### config.mk
export PLATFORM = sky130hd
export DESIGN_NAME = pll_phase_responder
export DESIGN_NICKNAME = d
export VERILOG_FILES = /design/src/rtl/pll_phase_responder.sv
export SDC_FILE = /design/constraint.sdc
export NUM_CORES = 1
export LEC_CHECK = 0
export CAP_MARGIN = 20
export CORE_AREA = 2 2 101 78
export CTS_CLUSTER_DIAMETER = 200
export DETAILED_ROUTE_END_ITERATION = 6
export DIE_AREA = 0 0 103 80
export PLACE_DENSITY = 0.82
export SLEW_MARGIN = 10
export SYNTH_ARGS = -nofsm -noshare
export SYNTH_HDL_FRONTEND = slang
export SYNTH_SLANG_ARGS = --single-unit
### constraint.sdc
create_clock -name clk -period 3.9 [get_ports clk]
set_clock_uncertainty 0.05 [all_clocks]
set_input_delay 0.39 -clock clk [delete_from_list [all_inputs] [get_ports clk]]
set_output_delay 0.39 -clock clk [all_outputs]
set_load 0.01 [all_outputs]
### src/rtl/pll_phase_responder.sv
// PLL-side partner of the dynamic phase-shift handshake: synchronizes the scan
// interface, runs the phasestep/phase_done protocol and tracks per-counter phases.
module pll_phase_responder #(
  parameter int PHASE_STEPS  = 24,
  parameter int PHASE_W      = 5,
  parameter int DONE_LATENCY = 2
) (
  input  logic                   clk,
  input  logic                   reset_n,
  input  logic                   areset,
  input  logic                   scanclk,
  input  logic                   phasestep,
  input  logic [2:0]             phasecounterselect,
  input  logic                   phaseupdown,
  output logic                   phase_done,
  output logic [6*PHASE_W-1:0]   phase_cnt,
  output logic [15:0]            step_total,
  output logic                   err_badsel,
  output logic                   err_short
);

  localparam int LAT_W = (DONE_LATENCY > 1) ? $clog2(DONE_LATENCY) : 1;

  typedef enum logic [1:0] {IDLE, ARMED, BUSY, RELEASE} state_t;

  logic [1:0]       scan_s, step_s, ud_s, ar_s;
  logic [2:0]       sel_s0, sel_s1;
  logic             scan_d;
  logic             scan_rise;
  state_t           state;
  logic [2:0]       lat_sel;
  logic             lat_up;
  logic [LAT_W-1:0] lat;

  always_ff @(posedge clk or negedge reset_n) begin
    if (!reset_n) begin
      scan_s <= '0;
      step_s <= '0;
      ud_s   <= '0;
      ar_s   <= '0;
      sel_s0 <= '0;
      sel_s1 <= '0;
      scan_d <= 1'b0;
    end else begin
      scan_s <= {scan_s[0], scanclk};
      step_s <= {step_s[0], phasestep};
      ud_s   <= {ud_s[0], phaseupdown};
      ar_s   <= {ar_s[0], areset};
      sel_s0 <= phasecounterselect;
      sel_s1 <= sel_s0;
      scan_d <= scan_s[1];
    end
  end

  assign scan_rise = scan_s[1] & ~scan_d;

  function automatic logic [PHASE_W-1:0] step_phase(input logic [PHASE_W-1:0] p,
                                                    input logic up);
    if (up)
      return (p == PHASE_W'(PHASE_STEPS - 1)) ? '0 : p + PHASE_W'(1);
    else
      return (p == '0) ? PHASE_W'(PHASE_STEPS - 1) : p - PHASE_W'(1);
  endfunction

  // Synced areset behaves exactly like reset_n and overrides any step in flight.
  always_ff @(posedge clk or negedge reset_n) begin
    if (!reset_n) begin
      state      <= IDLE;
      phase_done <= 1'b1;
      phase_cnt  <= '0;
      step_total <= '0;
      err_badsel <= 1'b0;
      err_short  <= 1'b0;
      lat_sel    <= '0;
      lat_up     <= 1'b0;
      lat        <= '0;
    end else if (ar_s[1]) begin
      state      <= IDLE;
      phase_done <= 1'b1;
      phase_cnt  <= '0;
      step_total <= '0;
      err_badsel <= 1'b0;
      err_short  <= 1'b0;
      lat_sel    <= '0;
      lat_up     <= 1'b0;
      lat        <= '0;
    end else begin
      err_short <= 1'b0;
      if (scan_rise) begin
        case (state)
          IDLE: begin
            if (step_s[1]) begin
              lat_sel <= sel_s1;
              lat_up  <= ud_s[1];
              state   <= ARMED;
            end
          end
          ARMED: begin
            if (step_s[1]) begin
              phase_done <= 1'b0;
              lat        <= '0;
              state      <= BUSY;
            end else begin
              err_short <= 1'b1;
              state     <= IDLE;
            end
          end
          BUSY: begin
            if (lat == LAT_W'(DONE_LATENCY - 1)) begin
              // Select 000 hits every slice, 001..110 one slice, 111 none.
              for (int i = 0; i < 6; i++) begin
                if (lat_sel == 3'd0 || lat_sel == 3'(i + 1))
                  phase_cnt[i*PHASE_W +: PHASE_W] <=
                    step_phase(phase_cnt[i*PHASE_W +: PHASE_W], lat_up);
              end
              if (lat_sel == 3'd7)
                err_badsel <= 1'b1;
              if (step_total != 16'hFFFF)
                step_total <= step_total + 16'd1;
              phase_done <= 1'b1;
              state      <= RELEASE;
            end else begin
              lat <= lat + LAT_W'(1);
            end
          end
          RELEASE: begin
            if (!step_s[1])
              state <= IDLE;
          end
          default: state <= IDLE;
        endcase
      end
    end
  end

endmodule

==> run metrics, run 1 <==
CTS tree=built; Power per Cell Area=280.9 nW/um^2; RSZ-0062 raised after global routing=no; Initial DRC Count=261; GRT Overall Usage=~25%; Final Hold Violating Endpoints=0; initial antenna violation count=0; ys flop type=dfrtp_1; Synth Area in Adders=3.969%; CP Launch Type=flop; Fmax=438.9 MHz; core footprint=~7200 um^2; n_diodes=0; Leak Pwr=1.949 nW; PostCTS Resize Cnt=0; commonest cells in the netlist=dfrtp_1, a21oi_1, nand2_1, nor2_1, nand3_1; max-slew violations=0; Die Y-Extent=80 um; Fin Setup TNS=0 ns; number of flops mapped to enable cells by yosys=0; min Tclk post-route=2.279 ns; # H-tree levels=3; Post-Route WL=around 9.7 mm; Crit. End Element=flop; Final #Nets=between 500 and 600; sequential cell area fraction in the yosys report=around 43%; compound-gate portion of the synthesized area=18.63%; CP Class=flop to flop; via count=between 3000 and 4000; gr ovfl total=0; global-route wire length before repair=roughly 17 mm; crit path max fanout=14; cts hold-fix bufs=0; final setup vio count=0; Hold WC Path Type=input port to asynchronous set/reset pin; clock root cell=clkbuf_8; syn nets=465; Synth Area in Simple Gates=23.63%; ranking of synthesized cells by area=dfrtp_1, a21oi_1, ha_1, nand3_1, a211oi_1; Placer Congestion=0.8328; Num Clock Sinks=a little over 70; peak supply drop=0.0002067 V; Buffers on Ports=57; Final period util=between 50% and 60%; CP arrival=between 2 and 2.5 ns; max_cap viols=0; DR vias/cell=between 6 and 7; Synth top area share=42.75%; DRC=0; syn_area_per_cell=between 9 and 10 um^2; number of global-route vias before repair=about 3500; Yosys top cell by area=dfrtp_1; Async SR Flop Fraction=100.0%; drt pass-1 iters=5; Die ar.=8240 um^2; DR WL/cell=around 16 um; mapped cell area=just over 4000 um^2; Post-CTS Setup Bufs=0; HPWL after DPL=approximately 6.6 mm; synth warn=0; worst-margin pin slew=0.8342 ns; top-count cell post-synth=dfrtp_1; synthesized-area fraction occupied by xor and xnor cells=~2.8%; fraction of synthesized area in multiplexers=3.023%; share of cells above drive strength 1=slightly below 8%; clk buf depth=2; largest net degree at the start of global routing=40; starting density of the core=a little under three fifths; Detail Route Antenna Nets=0; Area Growth Syn to Fin=19.73%; flops & latches, synth=71; Num CTS Buffers=9; distinct cell type count after synthesis=56; WP data required=4.11 ns; CTS clk-pin slew, worst paths=~0.080 ns; Hold Slack=approximately 0.072 ns; io pins=58; Post-Syn Instances=roughly 440; status=finished clean; die width=~100 um; Filler cells=slightly below 600; largest family of logic cells by synthesized area=simple AND/OR/NAND/NOR gates; worst skew pair latency=roughly 0.35 ns; Slew HR=between 40% and 50%; Placement Rows=27
==> report_power, final <==
part,internal [mW],total (mW),switching (mW)
Sequential,0.747,0.759,0.0114
Combinational,0.0244,0.0679,0.0434
Clock,0.263,0.551,0.288
Total,1.03,1.38,0.343
==> registers in the layout, summed over array words and instances, names as in the netlist <==
signal and count:
step_total 16, lat 1, ud_s 2, scan_d 1
sel_s0 3, step_s 2, state 2, err_badsel 1
phase_cnt 30, phase_done 1, lat_up 1, ar_s 2
scan_s 2, sel_s1 3, err_short 1, lat_sel 3
==> worst paths after layout <==
| path | start | to | slack (ns) | cells past startpoint |
|---|---|---|---|---|
| min reg2reg | ud_s[0]$_DFF_PN0_ | ud_s[1]$_DFF_PN0_ | 0.30 | 0 |
| max reg2reg | state[0]$_DFFE_PN0P_ | step_total[11]$_DFFE_PN0P_ | 1.62 | 4 |
| min | reset_n | phase_cnt[28]$_DFFE_PN0P_ | 0.07 | 1 |
| max in group asynchronous | reset_n | phase_done$_DFFE_PN1P_ | 2.73 | 2 |
| max | state[0]$_DFFE_PN0P_ | step_total[11]$_DFFE_PN0P_ | 1.62 | 4 |
| min in group clk | ud_s[0]$_DFF_PN0_ | ud_s[1]$_DFF_PN0_ | 0.30 | 0 |
==> layer usage <==
layer | share of wire [%] | global-route usage [%] | vias up
li1 | - | - | 1742
met1 | 46 | 35.36 | 1783
met2 | 48 | 39.48 | 141
met3 | 6.1 | 5.342 | 5
met4 | 0.57 | 8.947 | 0
met5 | 0 | 0 | -
==> logic make-up after synthesis <==
family	count (synthesis)
simple gates	166
compound gates	121
flops	71
buf+inv	47
xor+xnor	13
fa+ha+maj	13
mux	12
==> cells in the final DEF, fill, tap and decap left out, types with 4 or more instances in the layout <==
cell type         n
nor3b_1           6
and3_1            6
nor4_1            7
a211oi_1         15
a31oi_1          11
ha_1             13
nor2b_1           5
xnor2_1           8
clkdlybuf4s50_1  56
or4b_2            4
nor2_1           25
inv_1            20
and4_1            4
nand3b_1          4
nor3_1           11
or4_1             7
a21oi_1          45
mux2i_1           9
dfrtp_1          70
clkbuf_8         11
o31ai_1           4
xor2_1            5
nand4_1           6
nand3_1          23
or3_1            13
buf_4             6
o21ai_0          20
nand2_1          25
==> critical path, cell delays in order, from the launching register on <==
cell	delay [ns]
dfrtp_1	0.42
or3b_4	0.51
nor4_2	0.76
a21oi_1	0.17
nor4_1	0.28
==> per-stage QoR <==
step | setup WS, ns | power (mW) | utilization (%) | std cells | instance area, um^2
after CTS | 1.668 | 1.389 | 67.86 | 596 | 4906
after global routing | 1.407 | 1.428 | 67.86 | 596 | 4906
final | 1.621 | 1.378 | 67.86 | 596 | 4906
after global placement | 1.711 | 0.8395 | 65.32 | 580 | 4722
after floorplan | 1.876 | 0.8054 | - | 443 | 4098
after detailed placement | 1.653 | 0.8413 | 65.32 | 580 | 4722
==> layout make-up <==
| class | instances | area [um^2] | share of cell area (%) |
|---|---|---|---|
| Timing Repair Buffer | 63 | 610.6 | 12.45 |
| Clock inverter | 5 | 32.53 | 0.6631 |
| Inverter | 20 | 75.07 | 1.530 |
| Tap cell | 101 | 126.4 | 2.576 |
| Clock buffer | 11 | 151.4 | 3.086 |
| Multi-Input combinational cell | 325 | 2132 | 43.46 |
| Sequential cell | 71 | 1778 | 36.24 |
(Power assumes the default switching activity.)
==> run 2: changes to the inputs <==
--- a/config.mk
+++ b/config.mk
@@ -6,11 +6,11 @@
 export NUM_CORES = 1
 export LEC_CHECK = 0
 export CAP_MARGIN = 20
-export CORE_AREA = 2 2 101 78
+export CORE_AREA = 2 2 103 80
 export CTS_CLUSTER_DIAMETER = 200
 export DETAILED_ROUTE_END_ITERATION = 6
-export DIE_AREA = 0 0 103 80
-export PLACE_DENSITY = 0.82
+export DIE_AREA = 0 0 105 82
+export PLACE_DENSITY = 0.79
 export SLEW_MARGIN = 10
 export SYNTH_ARGS = -nofsm -noshare
 export SYNTH_HDL_FRONTEND = slang
==> constraint.sdc (replaced) <==
create_clock -name clk -period 2.2 [get_ports clk]
set_clock_uncertainty 0.05 [all_clocks]
set_input_delay 0.22 -clock clk [delete_from_list [all_inputs] [get_ports clk]]
set_output_delay 0.22 -clock clk [all_outputs]
set_load 0.01 [all_outputs]
==> run 2 against run 1 <==
Worst hold slack improved by 0.17 ns; final area rose by 4.3%; via count rose by 2.3%; count of clock-buffer cells in the layout fell by 2; sequential power rose by 77%; global-route usage fell by 2.1 points; first-iteration DRC count fell by 22%; non-clock buffer count rose by 17; critical endpoint is now step_total[5]$_DFFE_PN0P_; largest cell class unchanged; largest power group unchanged; highest routed layer unchanged.
==> run metrics, run 2 (same netlist as run 1, synthesis figures left out) <==
DR vias/cell=6.088 (-1.2%); Buffers on Ports=57 (unchanged); share of cells above drive strength 1=11.33% (+3.4 points); Post-Route WL=9.866 mm (+1.6%); Slew HR=57.79% (+14 points); drt pass-1 iters=4 (-1); CP arrival=2.40 ns (-0.09 ns); Final Hold Violating Endpoints=0 (unchanged); Area Growth Syn to Fin=24.89%; CP max stage delay=0.48 ns (-0.28 ns); Crit. End Element=flop; crit path max fanout=8 (-6); initial antenna violation count=0 (unchanged); Final Total Pwr=2.671 mW (+94%); Hold WC Path Type=input port to asynchronous set/reset pin; top sig layer=met4; Detail Route Antenna Nets=0 (unchanged); Initial DRC Count=203 (-22%); WP data required=2.42 ns (-1.69 ns); Placement Rows=28 (+3.7%); Die Y-Extent=82 um (+2.5%); worst-margin pin slew=0.6247 ns (-0.2095 ns); Num CTS Buffers=9 (unchanged); Num Clock Sinks=71 (unchanged); DP Area=4837 um^2 (+2.4%); Fmax=459.5 MHz (+4.7%); worst skew pair latency=0.35 ns (about the same); crit path max-delay cell type=or4_1; CP Launch Type=flop; Placer Congestion=0.9112 (+9.4%); Largest Register=phase_cnt; most common cell after layout, fill and taps aside=dfrtp_1; M1 WL=4.458 mm (+0.61%); gr ovfl total=0 (unchanged); Filler cells=627 (+6.1%); WL met2=4.756 mm (+2.8%); status=finished clean; starting density of the core=53.65% (-3.0 points); worst r2r dst=step_total[5]$_DFFE_PN0P_; Leak Pwr=2.081 nW (+6.7%); global-route wire length before repair=16.14 mm (-2.3%); Die ar.=8610 um^2 (+4.5%); worst path cell trace=or3b_4, buf_4, or3_1, or4_1, a21oi_1; Final #Nets=529 (+3.3%); Power per Cell Area=522.0 nW/um^2 (+86%); Design Area, Final=5117 um^2 (+4.3%); Reg area=1778 um^2 (unchanged); min Tclk post-route=2.176 ns (-0.1021 ns); post-layout util=67.01% (-0.86 points); DRC=0 (unchanged); number of global-route vias before repair=3382 (-3.1%); die width=105 um (+1.9%); flop2flop setup slack=0.02 ns (-1.60 ns); Final period util=98.93% (+41 points); max-slew violations=0 (unchanged); Multi-input gate area=2152 um^2 (+0.94%); met3 WL=527 um (-11%); most frequent cells in the layout=dfrtp_1, clkdlybuf4s50_1, a21oi_1, nand2_1, nor2_1; r2r startpoint=state[0]$_DFFE_PN0P_; n_diodes=0 (unchanged); RSZ-0062 raised after global routing=yes; # H-tree levels=3 (unchanged); GRT Overall Usage=23.35% (-2.1 points); core footprint=7637 um^2 (+5.6%); final setup vio count=0 (unchanged); Regs by FF count=phase_cnt (30), step_total (16); clock root cell=clkbuf_8; HPWL after DPL=6.731 mm (+1.7%); CTS clk-pin slew, worst paths=0.08 ns (about the same); clk buf depth=2 (unchanged); max_cap viols=0 (unchanged); peak supply drop=0.0004694 V (+130%); DR WL/cell=15.99 um (-1.8%); via count=3756 (+2.3%); Worst Setup SP=state[0]$_DFFE_PN0P_; io pins=58 (unchanged); Fin Setup TNS=0 ns (unchanged); largest net degree at the start of global routing=34 (-15%); Largest register FFs=30 (unchanged); worst r2r path cells=5 (+1); CP Class=flop to flop; CTS tree=built
[run 2: cell types whose count changed in the layout (fill, tap and decap cells not counted), moves of 2 or more]
cell	change
buf_4	+15
bufinv_16	+2
clkbuf_8	-2
clkinv_2	-2
clkinv_4	+3
clkinvlp_4	-3
inv_6	+2
o41ai_1	-2
o41ai_2	+2
[run 2: stage by stage]
stage / hold slack [ns] / setup slack, ns / cells
final: 0.2460 / 0.02354 / 617
after global routing: 0.2240 / -0.01309 / 617
after CTS: 0.2429 / 0.02156 / 614
after detailed placement: 0.09960 / 0.02594 / 597
after global placement: 0.09839 / 0.1382 / 597
after floorplan: -0.1256 / 0.1755 / 443
[run 2: power by group]
| part | internal [mW] | switching (mW) |
|---|---|---|
| Sequential | 1.32 | 0.0179 |
| Combinational | 0.0542 | 0.0823 |
| Clock | 0.652 | 0.540 |
| Total | 2.03 | 0.641 |
[run 2: what timing repair did]
action                                 4_1_cts  5_1_grt
pin swaps                                    1        2
setup buffers                                0        3
setup endpoints to repair                    1        1
endpoints found under the hold margin       12        0
hold buffers                                 1        0
gates resized for setup                      0        4
[run 2: layout make-up]
class	count	share of cell area, %
Clock inverter	7	2.029
Tap cell	105	2.567
Timing Repair Buffer	80	14.72
Clock buffer	9	2.421
Sequential cell	71	34.74
Inverter	20	1.467
Multi-Input combinational cell	325	42.05
[run 2: worst max-delay path by stage]
stage | end | cells after the start
2_1_floorplan | step_total[5]$_DFFE_PN0P_ | 5
3_5_place_dp | phase_cnt[23]$_DFFE_PN0P_ | 4
3_3_place_gp | phase_cnt[23]$_DFFE_PN0P_ | 4
4_1_cts | phase_cnt[23]$_DFFE_PN0P_ | 4
5_1_grt | step_total[5]$_DFFE_PN0P_ | 5
6_report | step_total[5]$_DFFE_PN0P_ | 5
[run 2: layer usage]
| layer | global-route usage, % | up-vias |
|---|---|---|
| li1 | - | 1791 |
| met1 | 31.56 | 1825 |
| met2 | 37.99 | 123 |
| met3 | 5.556 | 17 |
| met4 | 6.800 | 0 |
| met5 | 0 | - |
[run 2: worst max-delay path: cells and delay by family (launching register included)]
kind	cells	cell delay [ns]
simple gates	3	1.30
buf+inv	1	0.17
compound gates	1	0.15
flops	1	0.43
==> run 3: changes to the inputs <==
==> constraint.sdc (replaced) <==
create_clock -name clk -period 2.3 [get_ports clk]
set_clock_uncertainty 0.05 [all_clocks]
set_input_delay 0.23 -clock clk [delete_from_list [all_inputs] [get_ports clk]]
set_output_delay 0.23 -clock clk [all_outputs]
set_load 0.01 [all_outputs]
==> run 3 against run 2 <==
Non-clock buffer count decreased by 9; count of clock-buffer cells in the layout stayed put; critical path type unchanged; final area shrank 1.5%; sequential power decreased by 4%; via count decreased by 1.5%; routed wire length shrank 4.2%; flip-flop and latch count is the same; register-to-register slack better by 0.08 ns; first-iteration DRC count is 6.4% higher.
==> run metrics, run 3 (same netlist as run 1, synthesis figures left out) <==
Final period util=95.44% (-3.5 points); post-route worst setup slack=0.1049 ns (+0.08133 ns); worst r2r dst=phase_cnt[23]$_DFFE_PN0P_; worst path cell trace=or3b_4, or4_1, buf_4, o41ai_1; CP Class=flop to flop; CP bufs+invs=1 (unchanged); Area Growth Syn to Fin=23.02%; CTS tree=built; # H-tree levels=3 (unchanged); io pins=58 (unchanged); cts hold-fix bufs=1 (unchanged); GRT Overall Usage=23.10% (-0.26 points); r2r startpoint=state[0]$_DFFE_PN0P_; dpl ws=0.08961 ns (+0.06367 ns); flop2flop setup slack=0.10 ns (+0.08 ns); Sw Share=23.28% (-0.71 points); CP max stage delay=0.56 ns (+0.08 ns); hold path cells=1; Multi-input gate area=2132 um^2 (-0.93%); Hold Slack=0.2653 ns (+0.01930 ns); Final Hold Violating Endpoints=0 (unchanged); Largest Register=phase_cnt; DR vias/cell=6.084 (about the same); gr ovfl total=0 (unchanged); WP data required=2.48 ns (+0.06 ns); min Tclk post-route=2.195 ns (+0.01867 ns); Die Y-Extent=82 um (unchanged); peak supply drop=0.0003584 V (-24%); drt pass-1 iters=4 (unchanged); Worst Setup SP=state[0]$_DFFE_PN0P_; Placer Congestion=0.8858 (-2.8%); status=finished clean; Final #Nets=520 (-1.7%); Filler cells=653 (+4.1%); crit path max fanout=14 (+6); crit path max-delay cell type=or4_1; max_cap viols=0 (unchanged); DRC=0 (unchanged); Largest register FFs=30 (unchanged); worst r2r path cells=4 (-1); n_diodes=0 (unchanged); Post-CTS Setup Bufs=0 (unchanged); Slew HR=44.05% (-14 points); Num CTS Buffers=9 (unchanged); HPWL after DPL=6.552 mm (-2.7%); die width=105 um (unchanged); Die ar.=8610 um^2 (unchanged); Hold WC Path Type=input port to flop; switching power total=588.2 uW (-8.2%); Power per Cell Area=501.2 nW/um^2 (-4.0%); DP Area=4805 um^2 (-0.67%); Initial DRC Count=216 (+6.4%); global-route wire length before repair=16.09 mm (-0.30%); Detail Route Antenna Nets=0 (unchanged); clock root cell=clkbuf_8; Buffers on Ports=57 (unchanged); RSZ-0062 raised after global routing=no; most frequent cells in the layout=dfrtp_1, clkdlybuf4s50_1, a21oi_1, nand2_1, nor2_1; worst skew pair latency=0.34 ns (about the same); min-delay src=phasecounterselect[0]; Fin Setup TNS=0 ns (unchanged); clock power share=44.3% (-0.3 points); WHS Endpoint=sel_s0[0]$_DFF_PN0_; Crit. End Element=flop; Reg area=1778 um^2 (unchanged); number of global-route vias before repair=3427 (+1.3%); sequential power share=50.9% (+0.6 points); share of cells above drive strength 1=9.145% (-2.2 points); DR WL/cell=15.55 um (-2.7%); CTS clk-pin slew, worst paths=0.08 ns (about the same); core footprint=7637 um^2 (unchanged); via count=3699 (-1.5%); most common cell after layout, fill and taps aside=dfrtp_1; largest net degree at the start of global routing=39 (+15%); Num Clock Sinks=71 (unchanged); final setup vio count=0 (unchanged); PostCTS Resize Cnt=0 (unchanged); internal power=1.939 mW (-4.5%); starting density of the core=53.65% (unchanged); CP arrival=2.38 ns (-0.02 ns); initial antenna violation count=0 (unchanged); Regs by FF count=phase_cnt (30), step_total (16); Post-Route WL=9.456 mm (-4.2%); clk buf depth=2 (unchanged); Design Area, Final=5041 um^2 (-1.5%); combinational power share=4.8% (-0.3 points); delay-heaviest family, CP=simple AND/OR/NAND/NOR gates; Fmax=455.6 MHz (-0.85%); worst-margin pin slew=0.8392 ns (+0.2146 ns); Leak Pwr=2.023 nW (-2.8%); CP Launch Type=flop; Placement Rows=28 (unchanged); max-slew violations=0 (unchanged)
-- run 3: cell types whose count changed in the layout (fill, tap and decap cells not counted), sizes merged --
cell and change:
buf -9, clkinv -2, clkinvlp +1, inv +1
-- run 3: final cells by class --
| cell class | instances | share of cell area [%] |
|---|---|---|
| inverter | 20 | 1.489 |
| tap | 105 | 2.606 |
| sequential | 71 | 35.27 |
| clock inverter | 7 | 2.035 |
| multi-input combinational | 325 | 42.29 |
| timing repair buffer | 71 | 13.85 |
| clock buffer | 9 | 2.457 |
-- run 3: power groups by stage --
stage,sequential [mW],combinational [mW],clock [mW]
6_report,1.29,0.122,1.12
5_1_grt,1.29,0.138,1.20
4_1_cts,1.29,0.124,1.15
3_5_place_dp,1.31,0.123,0
3_3_place_gp,1.31,0.121,0
2_1_floorplan,1.30,0.0643,0
-- run 3: worst max path at each step --
| stage | to | slack, ns | cells after the start |
|---|---|---|---|
| after floorplan | step_total[5]$_DFFE_PN0P_ | 0.28 | 5 |
| after global placement | phase_cnt[23]$_DFFE_PN0P_ | 0.23 | 4 |
| after global routing | phase_cnt[23]$_DFFE_PN0P_ | 0.03 | 4 |
| after CTS | phase_cnt[23]$_DFFE_PN0P_ | 0.11 | 4 |
| final | phase_cnt[23]$_DFFE_PN0P_ | 0.10 | 4 |
| after detailed placement | phase_cnt[23]$_DFFE_PN0P_ | 0.09 | 4 |
-- run 3: worst reg2reg max path: cells and delay by family (launching register included) --
kind | cells | cell delay, ns
AO/OA/AOI/OAI | 1 | 0.34
flip-flops | 1 | 0.43
AND/OR/NAND/NOR | 2 | 1.07
buffers and inverters | 1 | 0.20
-- run 3: per-layer routing --
layer / track usage (%) / part of all wire (%)
met1: 30.86 / 46
met2: 38.57 / 48
met3: 5.635 / 4.8
met4: 5.333 / 1.1
met5: 0 / 0
-- run 3: stage by stage --
| stage | cells | power [mW] | utilization [%] |
|---|---|---|---|
| floorplan | 443 | 1.366 | - |
| CTS | 608 | 2.555 | 66.01 |
| finish | 608 | 2.527 | 66.01 |
| global placement | 591 | 1.430 | 62.91 |
| detailed placement | 591 | 1.433 | 62.91 |
| global route | 608 | 2.630 | 66.01 |
